### src/rtl/wb_dma_engine_if.sv
// Wishbone bus bundle between the DMA initiator and the SDRAM arbiter's DMA port.
interface wb_dma_engine_if;
    logic        dma_cyc_o;
    logic        dma_stb_o;
    logic        dma_we_o;
    logic [3:0]  dma_sel_o;
    logic [31:0] dma_adr_o;
    logic [31:0] dma_dat_o;
    logic        dma_ack_i;
    logic [31:0] dma_dat_i;

    modport master (
        output dma_cyc_o, dma_stb_o, dma_we_o, dma_sel_o, dma_adr_o, dma_dat_o,
        input  dma_ack_i, dma_dat_i
    );

    modport slave (
        input  dma_cyc_o, dma_stb_o, dma_we_o, dma_sel_o, dma_adr_o, dma_dat_o,
        output dma_ack_i, dma_dat_i
    );
endinterface

### src/rtl/wb_dma_engine.sv
// Wishbone DMA block copier: alternating single-word read/write with an idle
// bus cycle after every ack so the CPU can win arbitration.
module wb_dma_engine #(
    parameter int unsigned ADDR_STEP      = 4,
    parameter int unsigned TIMEOUT_CYCLES = 1024
) (
    input  logic        clk,
    input  logic        rst,
    input  logic        start,
    input  logic [31:0] src_addr,
    input  logic [31:0] dst_addr,
    input  logic [15:0] len,
    output logic        busy,
    output logic        done,
    output logic        err,
    output logic [15:0] xfer_count,
    wb_dma_engine_if.master dma
);

    localparam int TW = $clog2(TIMEOUT_CYCLES) + 1;

    typedef enum logic [2:0] {
        IDLE, RD_REQ, RD_GAP, WR_REQ, WR_GAP, DONE, ERR
    } state_t;

    state_t         state, state_next;
    logic [31:0]    src, dst, adr, buffer;
    logic [15:0]    remaining;
    logic [TW-1:0]  tmo;
    logic           cyc, we;
    logic           tmo_last;

    assign tmo_last      = (tmo == TW'(TIMEOUT_CYCLES - 1));
    assign dma.dma_cyc_o = cyc;
    assign dma.dma_stb_o = cyc;
    assign dma.dma_we_o  = we;
    assign dma.dma_sel_o = 4'hF;
    assign dma.dma_adr_o = adr;
    assign dma.dma_dat_o = buffer;

    always_ff @(posedge clk or posedge rst) begin
        if (rst) state <= IDLE;
        else     state <= state_next;
    end

    always_comb begin
        state_next = state;
        case (state)
            IDLE:    if (start) state_next = (len != 16'd0) ? RD_REQ : DONE;
            RD_REQ: begin
                if (dma.dma_ack_i)  state_next = RD_GAP;
                else if (tmo_last)  state_next = ERR;
            end
            RD_GAP:  state_next = WR_REQ;
            WR_REQ: begin
                if (dma.dma_ack_i)  state_next = (remaining == 16'd1) ? DONE : WR_GAP;
                else if (tmo_last)  state_next = ERR;
            end
            WR_GAP:  state_next = RD_REQ;
            DONE:    state_next = IDLE;
            ERR:     state_next = IDLE;
            default: state_next = IDLE;
        endcase
    end

    // Outputs are registered from the next state so nothing combinational reaches the bus.
    always_ff @(posedge clk or posedge rst) begin
        if (rst) begin
            busy       <= 1'b0;
            done       <= 1'b0;
            err        <= 1'b0;
            cyc        <= 1'b0;
            we         <= 1'b0;
            adr        <= '0;
            buffer     <= '0;
            src        <= '0;
            dst        <= '0;
            remaining  <= '0;
            xfer_count <= '0;
            tmo        <= '0;
        end else begin
            busy <= (state_next != IDLE);
            done <= (state_next == DONE);
            err  <= (state_next == ERR);
            cyc  <= (state_next == RD_REQ) || (state_next == WR_REQ);
            we   <= (state_next == WR_REQ);
            tmo  <= ((state_next == state) && (state == RD_REQ || state == WR_REQ))
                    ? tmo + 1'b1 : '0;
            case (state)
                IDLE: if (start) begin
                    src        <= src_addr;
                    dst        <= dst_addr;
                    remaining  <= len;
                    xfer_count <= '0;
                    adr        <= src_addr;
                end
                RD_REQ: if (dma.dma_ack_i) begin
                    buffer <= dma.dma_dat_i;
                    src    <= src + 32'(ADDR_STEP);
                end
                RD_GAP: adr <= dst;
                WR_REQ: if (dma.dma_ack_i) begin
                    dst        <= dst + 32'(ADDR_STEP);
                    xfer_count <= xfer_count + 16'd1;
                    remaining  <= remaining - 16'd1;
                end
                WR_GAP: adr <= src;
                default: ;
            endcase
        end
    end

endmodule

### src/flat_wrapper.sv
// flat-port wrapper written by rule: the top's interface ports become plain ports
module wb_dma_engine_flat 
#(
    parameter int unsigned ADDR_STEP      = 4,
    parameter int unsigned TIMEOUT_CYCLES = 1024
)
  (clk, rst, start, src_addr, dst_addr, len, busy, done, err, xfer_count, dma_dma_cyc_o, dma_dma_stb_o, dma_dma_we_o, dma_dma_sel_o, dma_dma_adr_o, dma_dma_dat_o, dma_dma_ack_i, dma_dma_dat_i);
  wb_dma_engine_if dma_i ();
  input  logic clk;
  input  logic rst;
  input  logic start;
  input  logic [31:0] src_addr;
  input  logic [31:0] dst_addr;
  input  logic [15:0] len;
  output logic busy;
  output logic done;
  output logic err;
  output logic [15:0] xfer_count;
  output wire logic [$bits(dma_i.dma_cyc_o)-1:0] dma_dma_cyc_o;
  output wire logic [$bits(dma_i.dma_stb_o)-1:0] dma_dma_stb_o;
  output wire logic [$bits(dma_i.dma_we_o)-1:0] dma_dma_we_o;
  output wire logic [$bits(dma_i.dma_sel_o)-1:0] dma_dma_sel_o;
  output wire logic [$bits(dma_i.dma_adr_o)-1:0] dma_dma_adr_o;
  output wire logic [$bits(dma_i.dma_dat_o)-1:0] dma_dma_dat_o;
  input wire logic [$bits(dma_i.dma_ack_i)-1:0] dma_dma_ack_i;
  input wire logic [$bits(dma_i.dma_dat_i)-1:0] dma_dma_dat_i;
  assign dma_dma_cyc_o = dma_i.dma_cyc_o;
  assign dma_dma_stb_o = dma_i.dma_stb_o;
  assign dma_dma_we_o = dma_i.dma_we_o;
  assign dma_dma_sel_o = dma_i.dma_sel_o;
  assign dma_dma_adr_o = dma_i.dma_adr_o;
  assign dma_dma_dat_o = dma_i.dma_dat_o;
  assign dma_i.dma_ack_i = dma_dma_ack_i;
  assign dma_i.dma_dat_i = dma_dma_dat_i;
  wb_dma_engine #(.ADDR_STEP(ADDR_STEP), .TIMEOUT_CYCLES(TIMEOUT_CYCLES)) u_core (.clk(clk), .rst(rst), .start(start), .src_addr(src_addr), .dst_addr(dst_addr), .len(len), .busy(busy), .done(done), .err(err), .xfer_count(xfer_count), .dma(dma_i));
endmodule
### config.mk
export PLATFORM = sky130hd
export DESIGN_NAME = wb_dma_engine_flat
export DESIGN_NICKNAME = d
export VERILOG_FILES = /design/src/rtl/wb_dma_engine_if.sv /design/src/rtl/wb_dma_engine.sv /design/src/flat_wrapper.sv
export SDC_FILE = /design/constraint.sdc
export NUM_CORES = 1
export LEC_CHECK = 0
export CAP_MARGIN = 20
export CORE_UTILIZATION = 50
export DETAILED_ROUTE_END_ITERATION = 8
export DONT_BUFFER_PORTS = 1
export PLACE_DENSITY_LB_ADDON = 0.08
export SETUP_SLACK_MARGIN = 0.2
export SLEW_MARGIN = 20
export SYNTH_ARGS = -nofsm -noshare
export SYNTH_HDL_FRONTEND = slang
export SYNTH_SLANG_ARGS = --single-unit
### constraint.sdc
create_clock -name clk -period 14.4 [get_ports clk]
set_input_delay 1.44 -clock clk [delete_from_list [all_inputs] [get_ports clk]]
set_output_delay 1.44 -clock clk [all_outputs]
set_load 0.1 [all_outputs]
==> metrics.txt, run 1 <==
hold buffers post-CTS=0; Max-cap violations=0; final setup fails=0; Final nets=1122; Max Slew Vio Count=0; Max clock buf depth=2; min-delay worst type=reg -> reg; hold path cells=2; Synth Area in XOR/XNOR=0.0185; PortBufs=0; initial antenna violation count=4; FF-to-FF Start=u_core.state[2]; DR vias=slightly above 8000; clk root buf=clkbuf_16; CP startpoint kind=flop; skew final=6.92 ps; worst-path maximum fanout=45; Worst slew margin=0.283; drt wl/cell=21.4 um; Placer Congestion=slightly below 0.9; largest family of logic cells by synthesized area=compound AO/OA/AOI/OAI gates; Total Routing Usage GR=0.277; core box area=18300 um^2; commonest non-fill, non-tap cell in the layout=dfrtp_1; post-route ant nets=0; Compound-Gate Fraction of Synth Area=0.218; CTS tree=done; number of top-level pins=206; most frequent cells in the layout=178 x dfrtp_1, 116 x nand2_1, 85 x o21ai_0; Detail Placement HPWL=18200 um; Req. time, crit path=~15000 ps; synthesized flop and latch total=179; Synth Area in Adders=0.00792; total global routing overflow=0; pin count of the biggest net entering global routing=106; Post CTS Setup Buffer Count=0; routed wire length=26700 um; first-pass GRT wire length=42100 um; crit path capture type=flop; Die Y=roughly 140 um; most common flop cell mapped by yosys=dfrtp_1; asr flop ratio synth=1.00; Sum Neg Setup Slack=0 ps; Critical R2R Capture=u_core.dst[31]; Via density=6.49; reg2reg path depth=5; Final min period=3140 ps; Area growth syn-to-layout=7.56%; simple-gate area share of the yosys netlist=0.197; sequential fraction of the synthesis area=0.472; EDFF count, synth=0; CTS resizes=0; H-tree depth=4; Yosys cell types=60; Worst Min Path Start=u_core.src[0]; Pre-Repair DR Iteration Count=5; Cell Rows=49; synthesized area per cell=9.06 um^2; Hold Slack=roughly 480 ps; layout cells sized above 1=0.0928; DRC=0; Die X=around 140 um; clock latency on the worst-skew pair=440 ps; die footprint=19500 um^2; R2R Setup Slk=11260 ps; vias in the first global route=7664; Achievable Freq=319 MHz; cts bufs inserted=17; RSZ-0062 raised after global routing=no; Clk pin slew, worst setup/hold paths=70 ps; YS warnings=0; Fin. Hold Viols=0; Worst Max-Slew Pin Slew=1070 ps; clock sink count=179; Min-Delay Endpoint=u_core.src[0]; initial detailed-routing violation count=around 930; Initial Utilization=0.519; Worst Path Arrival=3460 ps; post-synthesis mux area share=0.0443; status=complete, no violations; crit share post-route=0.218; synthesized cell area=9480 um^2; critical path type=reg -> reg; Post-Syn Instances=1046
[state kept, by name, indices dropped and copies added, names as in the netlist]
register and count:
u_core.dst 32, u_core.err 1, u_core.done 1, u_core.dma.dma_cyc_o 1, u_core.dma.dma_dat_o 32, u_core.state 3
u_core.dma.dma_adr_o 32, u_core.tmo 11, u_core.xfer_count 16, u_core.remaining 16, u_core.busy 1, u_core.dma.dma_we_o 1
u_core.src 32
[kinds of logic (layout without fill, tap and decap cells)]
family | Yosys count | in the layout
multiplexers | 38 | 38
flip-flops | 179 | 179
AO/OA/AOI/OAI | 327 | 327
AND/OR/NAND/NOR | 378 | 378
XOR/XNOR | 20 | 20
adder cells (fa/ha/maj) | 6 | 6
buffers and inverters | 97 | 61
other | 1 | 8
[synthesized netlist by cell type, types with 4 or more instances]
cell type / count / area share
a211oi_1: 6 / 0.0048
a21oi_1: 81 / 0.043
a2bb2oi_1: 11 / 0.010
a311oi_1: 11 / 0.010
a31oi_1: 7 / 0.0046
a32oi_1: 4 / 0.0037
and3_1: 20 / 0.013
and4_1: 8 / 0.0074
buf_1: 4 / 0.0016
buf_2: 6 / 0.0032
buf_4: 6 / 0.0048
clkbuf_1: 64 / 0.025
dfrtp_1: 179 / 0.47
ha_1: 6 / 0.0079
inv_1: 16 / 0.0063
mux2_2: 32 / 0.038
mux2i_1: 6 / 0.0063
nand2_1: 116 / 0.046
nand2b_1: 6 / 0.0040
nand3_1: 43 / 0.023
nand4_1: 26 / 0.017
nor2_1: 81 / 0.032
nor3_1: 29 / 0.015
nor3b_1: 4 / 0.0032
nor4_1: 11 / 0.0073
o21a_1: 4 / 0.0032
o21ai_0: 85 / 0.045
o22a_1: 31 / 0.029
o22ai_1: 54 / 0.036
o2bb2ai_1: 4 / 0.0037
o32ai_1: 4 / 0.0037
or3_1: 15 / 0.0099
xnor2_1: 12 / 0.011
xor2_1: 8 / 0.0074
[how the worst max path moves through the flow]
stage / start / end / slack [ps] / cells after the start
global placement: dma_dma_ack_i / u_core.dst[29] / 11150 / 6
CTS: u_core.state[2] / u_core.dst[31] / 11300 / 5
detailed placement: dma_dma_ack_i / u_core.dst[29] / 11100 / 6
global route: u_core.state[2] / u_core.dst[7] / 11070 / 6
floorplan: rst / u_core.busy / 8100 / 1
finish: u_core.state[2] / u_core.dst[31] / 11260 / 5
[metrics by stage]
step                      setup slack [ps]  utilization  cell area, um^2  cells
after floorplan                       8100            -             9490   1049
after global placement               11150        0.525             9590   1210
after detailed placement             11100        0.525             9590   1210
after CTS                            11300        0.557            10200   1242
after global routing                 11070        0.558            10200   1245
final                                11260        0.558            10200   1246
[layer usage]
layer / GRT usage / wire (um) / share of wire / up-vias
met5: 0 / 0 / 0 / -
met4: 0.0873 / 578 / 0.022 / 0
met3: 0.0791 / 2530 / 0.095 / 42
met2: 0.420 / 12100 / 0.45 / 370
met1: 0.383 / 11500 / 0.43 / 3887
li1: - / - / - / 3782
[final cells by class]
| cell class | count | area, um^2 |
|---|---|---|
| Multi-Input combinational cell | 773 | 4670 |
| Clock inverter | 15 | 164 |
| Clock buffer | 17 | 425 |
| Tap cell | 229 | 287 |
| Inverter | 16 | 65.1 |
| Sequential cell | 179 | 4480 |
| Timing Repair Buffer | 13 | 97.6 |
| Antenna cell | 4 | 10.0 |
| Fill cell | 1657 | 8070 |
[critical path: stages (launching register included)]
cell and delay [ps]:
dfrtp_1 750, nand2b_1 630, buf_4 380, or2_2 720
o21ai_0 200, a211o_1 320
Power of run 1 is left out: the tool's default activity adds up to more than one toggle a clock period on the data nets, which glitch-free logic cannot reach.
==> inputs of run 2 (changes only) <==
--- a/config.mk
+++ b/config.mk
@@ -5,6 +5,7 @@
 export SDC_FILE = /design/constraint.sdc
 export NUM_CORES = 1
 export LEC_CHECK = 0
+export ABC_AREA = 1
 export CAP_MARGIN = 20
 export CORE_UTILIZATION = 50
 export DETAILED_ROUTE_END_ITERATION = 8
==> constraint.sdc (replaced) <==
create_clock -name clk -period 2.95 [get_ports clk]
set_input_delay 0.295 -clock clk [delete_from_list [all_inputs] [get_ports clk]]
set_output_delay 0.295 -clock clk [all_outputs]
set_load 0.1 [all_outputs]
==> run 2 against run 1 <==
Against the previous run: via count up 24%; worst hold slack worse by 460 ps; flip-flop and latch count unchanged; clock skew up 2.7 ps; core utilization rose by 2.3 points; synthesized area is 12% higher; sequential share of layout area shrank 6.3 points; setup slack worse by 11000 ps; die area grew 12%; critical path depth grew 3; final cell count rose by 45%.
==> metrics.txt, run 2 <==
CTS tree=done; hold buffers post-CTS=37 (+37); skew final=9.63 ps (+2.71 ps); status=complete, no violations; Worst path max stage delay=480 ps (-270 ps); crit share post-route=0.811 (+0.593); initial antenna violation count=3 (-1); Die X=148 um (+5.7%); R2R Setup Slk=560 ps (-10710 ps); clock power share=0.154; post-layout util=0.581 (+0.0232); pin count of the biggest net entering global routing=106 (unchanged); asr flop ratio synth=1.00 (unchanged); Placer Congestion=0.944 (+7.0%); Via density=5.55 (-14%); Req. time, crit path=3280 ps (-11450 ps); Placed Instances=1730 (+43%); H-tree depth=4 (unchanged); leakage power=5.36 nW; worst-path maximum fanout=45 (unchanged); total global routing overflow=0 (unchanged); first-pass GRT wire length=50000 um (+19%); core box area=20500 um^2 (+12%); layout cells sized above 1=0.0831 (-0.00973); clk root buf=clkbuf_16; Non-Filler Instances=1801 (+45%); post-route ant nets=0 (unchanged); FF-to-FF Start=u_core.state[0]; Final nets=1638 (+46%); Yosys cell types=36 (-40%); Cell Pwr Density=1330 nW/um^2; DR vias=9994 (+24%); Seq pwr share=0.501; Worst Max-Slew Pin Slew=1030 ps (-47.1 ps); number of top-level pins=206 (unchanged); Post-Syn Instances=1491 (+43%); PortBufs=0 (unchanged); RSZ-0062 raised after global routing=no; clock latency on the worst-skew pair=450 ps (about the same); drt wl/cell=17.4 um (-19%); Initial Utilization=0.518 (-0.000960); synthesized area per cell=7.12 um^2 (-21%); min-delay worst type=in -> reg; vias in the first global route=9513 (+24%); commonest non-fill, non-tap cell in the layout=nand2_1; Switching Fraction=0.589; Pre-Repair DR Iteration Count=6 (+1); CP Launch Point=u_core.state[0]; CTS resizes=0 (unchanged); Total Routing Usage GR=0.295 (+0.0179); Worst path slowest cell=dfrtp_1; DRC=0 (unchanged); Max-cap violations=0 (unchanged); Hold Slack=17.5 ps (-462 ps); Die Y=148 um (+5.7%); Synth top cells by count=423 x nand2_1, 209 x nor2_1, 179 x dfrtp_1; Fin. Hold Viols=0 (unchanged); Worst VDD drop=0.879 mV; Final min period=2390 ps (-744 ps); YS warnings=0 (unchanged); Synth area leader=dfrtp_1; sequential fraction of the synthesis area=0.422 (-0.0505); critical path type=reg -> reg; internal power=0.00652 W; Synth area leaders=dfrtp_1 42%, nand2_1 15%, nor2_1 7.4%; Sum Neg Setup Slack=0 ps (unchanged); Achievable Freq=418 MHz (+31%); synthesized flop and latch total=179 (unchanged); Worst slew margin=0.315 (+0.0314); filler cell count=1964 (+19%); die footprint=21800 um^2 (+12%); routed wire length=31400 um (+18%); setup slack after layout=558 ps (-10710 ps); Area growth syn-to-layout=12.2%; Cell Rows=52 (+6.1%); clock sink count=179 (unchanged); multi-input logic area=5330 um^2 (+14%); synthesized cell area=10600 um^2 (+12%); Post CTS Setup Buffer Count=0 (unchanged); CP top delay family=simple AND/OR/NAND/NOR gates; Yosys top cell area share=0.422 (-0.0505); Seq. cell area=4480 um^2 (unchanged); most common flop cell mapped by yosys=dfrtp_1; count leader, synth=nand2_1; most frequent cells in the layout=423 x nand2_1, 209 x nor2_1, 178 x dfrtp_1; cts bufs inserted=17 (unchanged); Detail Placement HPWL=22400 um (+24%); Combinational Power Share=0.345; EDFF count, synth=0 (unchanged); final setup fails=0 (unchanged); pre-CTS WS=616 ps (-10490 ps); Worst Path Arrival=2730 ps (-730 ps); initial detailed-routing violation count=839 (-10%); CP startpoint kind=flop; Clk pin slew, worst setup/hold paths=80 ps (about the same); Worst Min Path Start=len[1]; Max Slew Vio Count=0 (unchanged); net switching power=0.00935 W; Max clock buf depth=2 (unchanged); CP Cell Sequence=nor2_2, nand2_1, nor2_4, inv_2, nand2_4, inv_2, a21oi_1, a21oi_1; worst path buffer plus inverter count=2 (+1); crit path capture type=flop
==> run 2: changes by cell type in the layout (fill, tap and decap cells not counted), sizes merged, moves of 15 or more <==
cell and change:
o22a -31, inv +119, o22ai -19, and3 -20, a21oi -37, or3 -15, dlygate4sd3 +37, o21ai +56
buf +16, nand2 +310, nor2 +132, nand3 +76
==> run 2: per-stage QoR <==
step / cell area, um^2 / power (W)
6_report: 11900 / 0.0159
5_1_grt: 11900 / 0.0169
4_1_cts: 11900 / 0.0159
3_3_place_gp: 10900 / 0.0132
2_1_floorplan: 10600 / 0.0119
3_5_place_dp: 10900 / 0.0134
==> run 2: path summary, 6_finish.rpt <==
kind	endpoint	depth (start not counted)
worst max register to register	u_core.src[11]	8
min in group asynchronous	u_core.remaining[13]	2
worst max-delay path	u_core.src[11]	8
worst min register to register	u_core.remaining[14]	2
max in group asynchronous	u_core.dma.dma_dat_o[4]	3
worst min-delay path	u_core.remaining[1]	2
==> run 2: power by group through the flow <==
stage / sequential (W) / combinational, W / clock [W]
floorplan: 0.00762 / 0.00429 / 0
global placement: 0.00795 / 0.00528 / 0
detailed placement: 0.00796 / 0.00540 / 0
CTS: 0.00793 / 0.00545 / 0.00248
global route: 0.00809 / 0.00623 / 0.00256
finish: 0.00795 / 0.00548 / 0.00244
==> run 2: cell type report <==
cell class                 instances  area share
antenna                            2    0.000420
clock buffer                      18      0.0360
clock inverter                    14      0.0156
inverter                         137      0.0435
multi-input combinational       1115       0.448
sequential                       179       0.376
tap                              270      0.0284
timing repair buffer              66      0.0525
==> run 2: kinds of logic after synthesis <==
family                   after synthesis  synth area share
AND/OR/NAND/NOR                      814             0.322
AO/OA/AOI/OAI                        241             0.123
buffers and inverters                200            0.0778
flip-flops                           179             0.422
multiplexers                          32            0.0339
XOR/XNOR                              18            0.0148
adder cells (fa/ha/maj)                6           0.00707
other                                  1          0.000353
==> run 2: worst reg2reg max path: stages, from the launching register on <==
cell,delay [ps]
dfrtp_1,480
nor2_2,290
nand2_1,180
nor2_4,260
inv_2,130
nand2_4,380
inv_2,290
a21oi_1,200
a21oi_1,60
==> run 2: layer usage <==
metal / share of wire / GRT usage / up-vias / wire length (um)
li1: - / - / 4911 / -
met2: 0.46 / 0.467 / 365 / 14500
met5: 0.00054 / 0 / - / 17
met1: 0.44 / 0.395 / 4676 / 13700
met4: 0.017 / 0.0876 / 2 / 548
met3: 0.083 / 0.0790 / 40 / 2610
(Power assumes the default switching activity.)
==> inputs of run 3 (changes only) <==
==> constraint.sdc (replaced) <==
create_clock -name clk -period 2.2 [get_ports clk]
set_input_delay 0.22 -clock clk [delete_from_list [all_inputs] [get_ports clk]]
set_output_delay 0.22 -clock clk [all_outputs]
set_load 0.1 [all_outputs]
==> run 3 against run 2 <==
Against the previous run: the flow now finishes with violations (hold timing); critical path depth increased by 1; global-route usage increased by 0.44 points; register-to-register slack got worse by 170 ps; sequential share of layout area decreased by 2.2 points; via count increased by 4.1%; sequential power increased by 4.4%; clock power increased by 36%; count of clock-buffer cells in the layout decreased by 1; core utilization increased by 3.6 points; total power increased by 40%; worst hold slack got worse by 20 ps; fmax increased by 32%; highest routed layer unchanged.
==> metrics.txt, run 3 (synthesis results as in run 2) <==
total power=0.0223 W (+40%); Worst Max-Slew Pin Slew=914 ps (-114 ps); H-tree depth=4 (unchanged); Req. time, crit path=2530 ps (-750 ps); Achievable Freq=551 MHz (+32%); Area growth syn-to-layout=19.2%; total global routing overflow=0 (unchanged); final setup fails=0 (unchanged); CP startpoint kind=flop; Final nets=1719 (+4.9%); Pre-Repair DR Iteration Count=6 (unchanged); leakage power=5.77 nW (+7.6%); min-delay worst type=in -> reg; Final min period=1810 ps (-578 ps); worst path buffer plus inverter count=2 (unchanged); drt wl/cell=17.0 um (-2.5%); Placed Instances=1788 (+3.4%); R2R Setup Slk=390 ps (-170 ps); Non-Filler Instances=1882 (+4.5%); Worst path slowest cell=dfrtp_1; CP top delay family=simple AND/OR/NAND/NOR gates; CTS tree=done; violated checks=hold timing; reg2reg path depth=9 (+1); Sum Neg Setup Slack=0 ps (unchanged); Die Y=148 um (unchanged); post-route ant nets=0 (unchanged); CP Launch Point=u_core.remaining[0]; Hold Slack=-2.76 ps (-20.3 ps); most frequent cells in the layout=423 x nand2_1, 209 x nor2_1, 176 x dfrtp_1; first-pass GRT wire length=51500 um (+3.1%); routed wire length=31900 um (+1.9%); Cell Pwr Density=1760 nW/um^2 (+32%); Clk pin slew, worst setup/hold paths=80 ps (about the same); clock latency on the worst-skew pair=440 ps (about the same); DRC=0 (unchanged); RSZ-0062 raised after global routing=no; DR vias=10399 (+4.1%); commonest non-fill, non-tap cell in the layout=nand2_1; core box area=20500 um^2 (unchanged); Initial Utilization=0.518 (unchanged); initial detailed-routing violation count=820 (-2.3%); die footprint=21800 um^2 (unchanged); CP Cell Sequence=inv_1, ha_1, nand2_1, nor2_1, nand3_1, o21ai_0, nand3_1, nand2_1, inv_1; PortBufs=0 (unchanged); crit path capture type=flop; cts bufs inserted=17 (unchanged); status=complete, but fails checks; Post CTS Setup Buffer Count=0 (unchanged); Worst path max stage delay=420 ps (-60 ps); CP Capture Point=u_core.remaining[12]; worst-path maximum fanout=6 (-87%); layout cells sized above 1=0.117 (+0.0337); Placer Congestion=0.962 (+1.9%); Fin. Hold Viols=1 (+1); Total Routing Usage GR=0.299 (+0.00444); Worst Path Arrival=2150 ps (-580 ps); Critical R2R Capture=u_core.remaining[12]; number of top-level pins=206 (unchanged); Detail Placement HPWL=22900 um (+2.2%); Cell Rows=52 (unchanged); skew final=15.2 ps (+5.61 ps); initial antenna violation count=3 (unchanged); clk root buf=clkbuf_16; crit share post-route=0.825 (+0.0139); WP depth=9 (+1); vias in the first global route=9889 (+4.0%); post-layout util=0.617 (+0.0361); Worst slew margin=0.391 (+0.0761); Worst VDD drop=1.13 mV (+28%); critical path type=reg -> reg; Die X=148 um (unchanged); Via density=5.53 (-0.43%); Max clock buf depth=2 (unchanged); Max-cap violations=0 (unchanged); Max Slew Vio Count=0 (unchanged); pin count of the biggest net entering global routing=82 (-23%); clock sink count=179 (unchanged); FF-to-FF Start=u_core.remaining[0]
## run 3: what timing repair did
action / in CTS / in global routing
resized for setup: 0 / 5
endpoints found under the hold margin: 80 / 0
hold buffers: 60 / 0
endpoints found under the setup margin: 0 / 20
## run 3: worst min path at each step
stage,from,end,depth (start not counted)
after floorplan,dst_addr[1],u_core.dst[1],2
after global placement,rst,u_core.dma.dma_we_o,1
after detailed placement,rst,u_core.busy,1
after CTS,src_addr[15],u_core.src[15],2
after global routing,src_addr[1],u_core.src[1],2
final,src_addr[4],u_core.dma.dma_adr_o[4],2
## run 3: metrics by stage
stage,cell area (um^2),worst slack (ps),hold slack (ps)
6_report,12700,385,-2.76
5_1_grt,12700,202,8.55
4_1_cts,12600,280,1.14
3_5_place_dp,11400,327,191
3_3_place_gp,11400,340,191
2_1_floorplan,10600,-315,337
## run 3: area by class of cell
cell class,count,area [um^2]
clock inverters,15,218
multi-input cells,1115,5330
fillers,1939,7840
diodes,2,5.00
repair buffers,147,1330
clock buffers,17,425
inverters,137,520
well taps,270,338
flip-flops and latches,179,4480
## run 3: per-layer routing
layer | GRT usage | wire [um]
met1 | 0.410 | 14100
met2 | 0.484 | 14800
met3 | 0.0636 | 2550
met4 | 0.0737 | 501
met5 | 0 | 10
## run 3: report_power, final
group	internal [W]	switching (W)	total [W]	leakage, nW
combinational	0.00304	0.00758	0.0106	3.25
clock	0.00176	0.00157	0.00333	0.308
sequential	0.00469	0.00362	0.00830	2.21
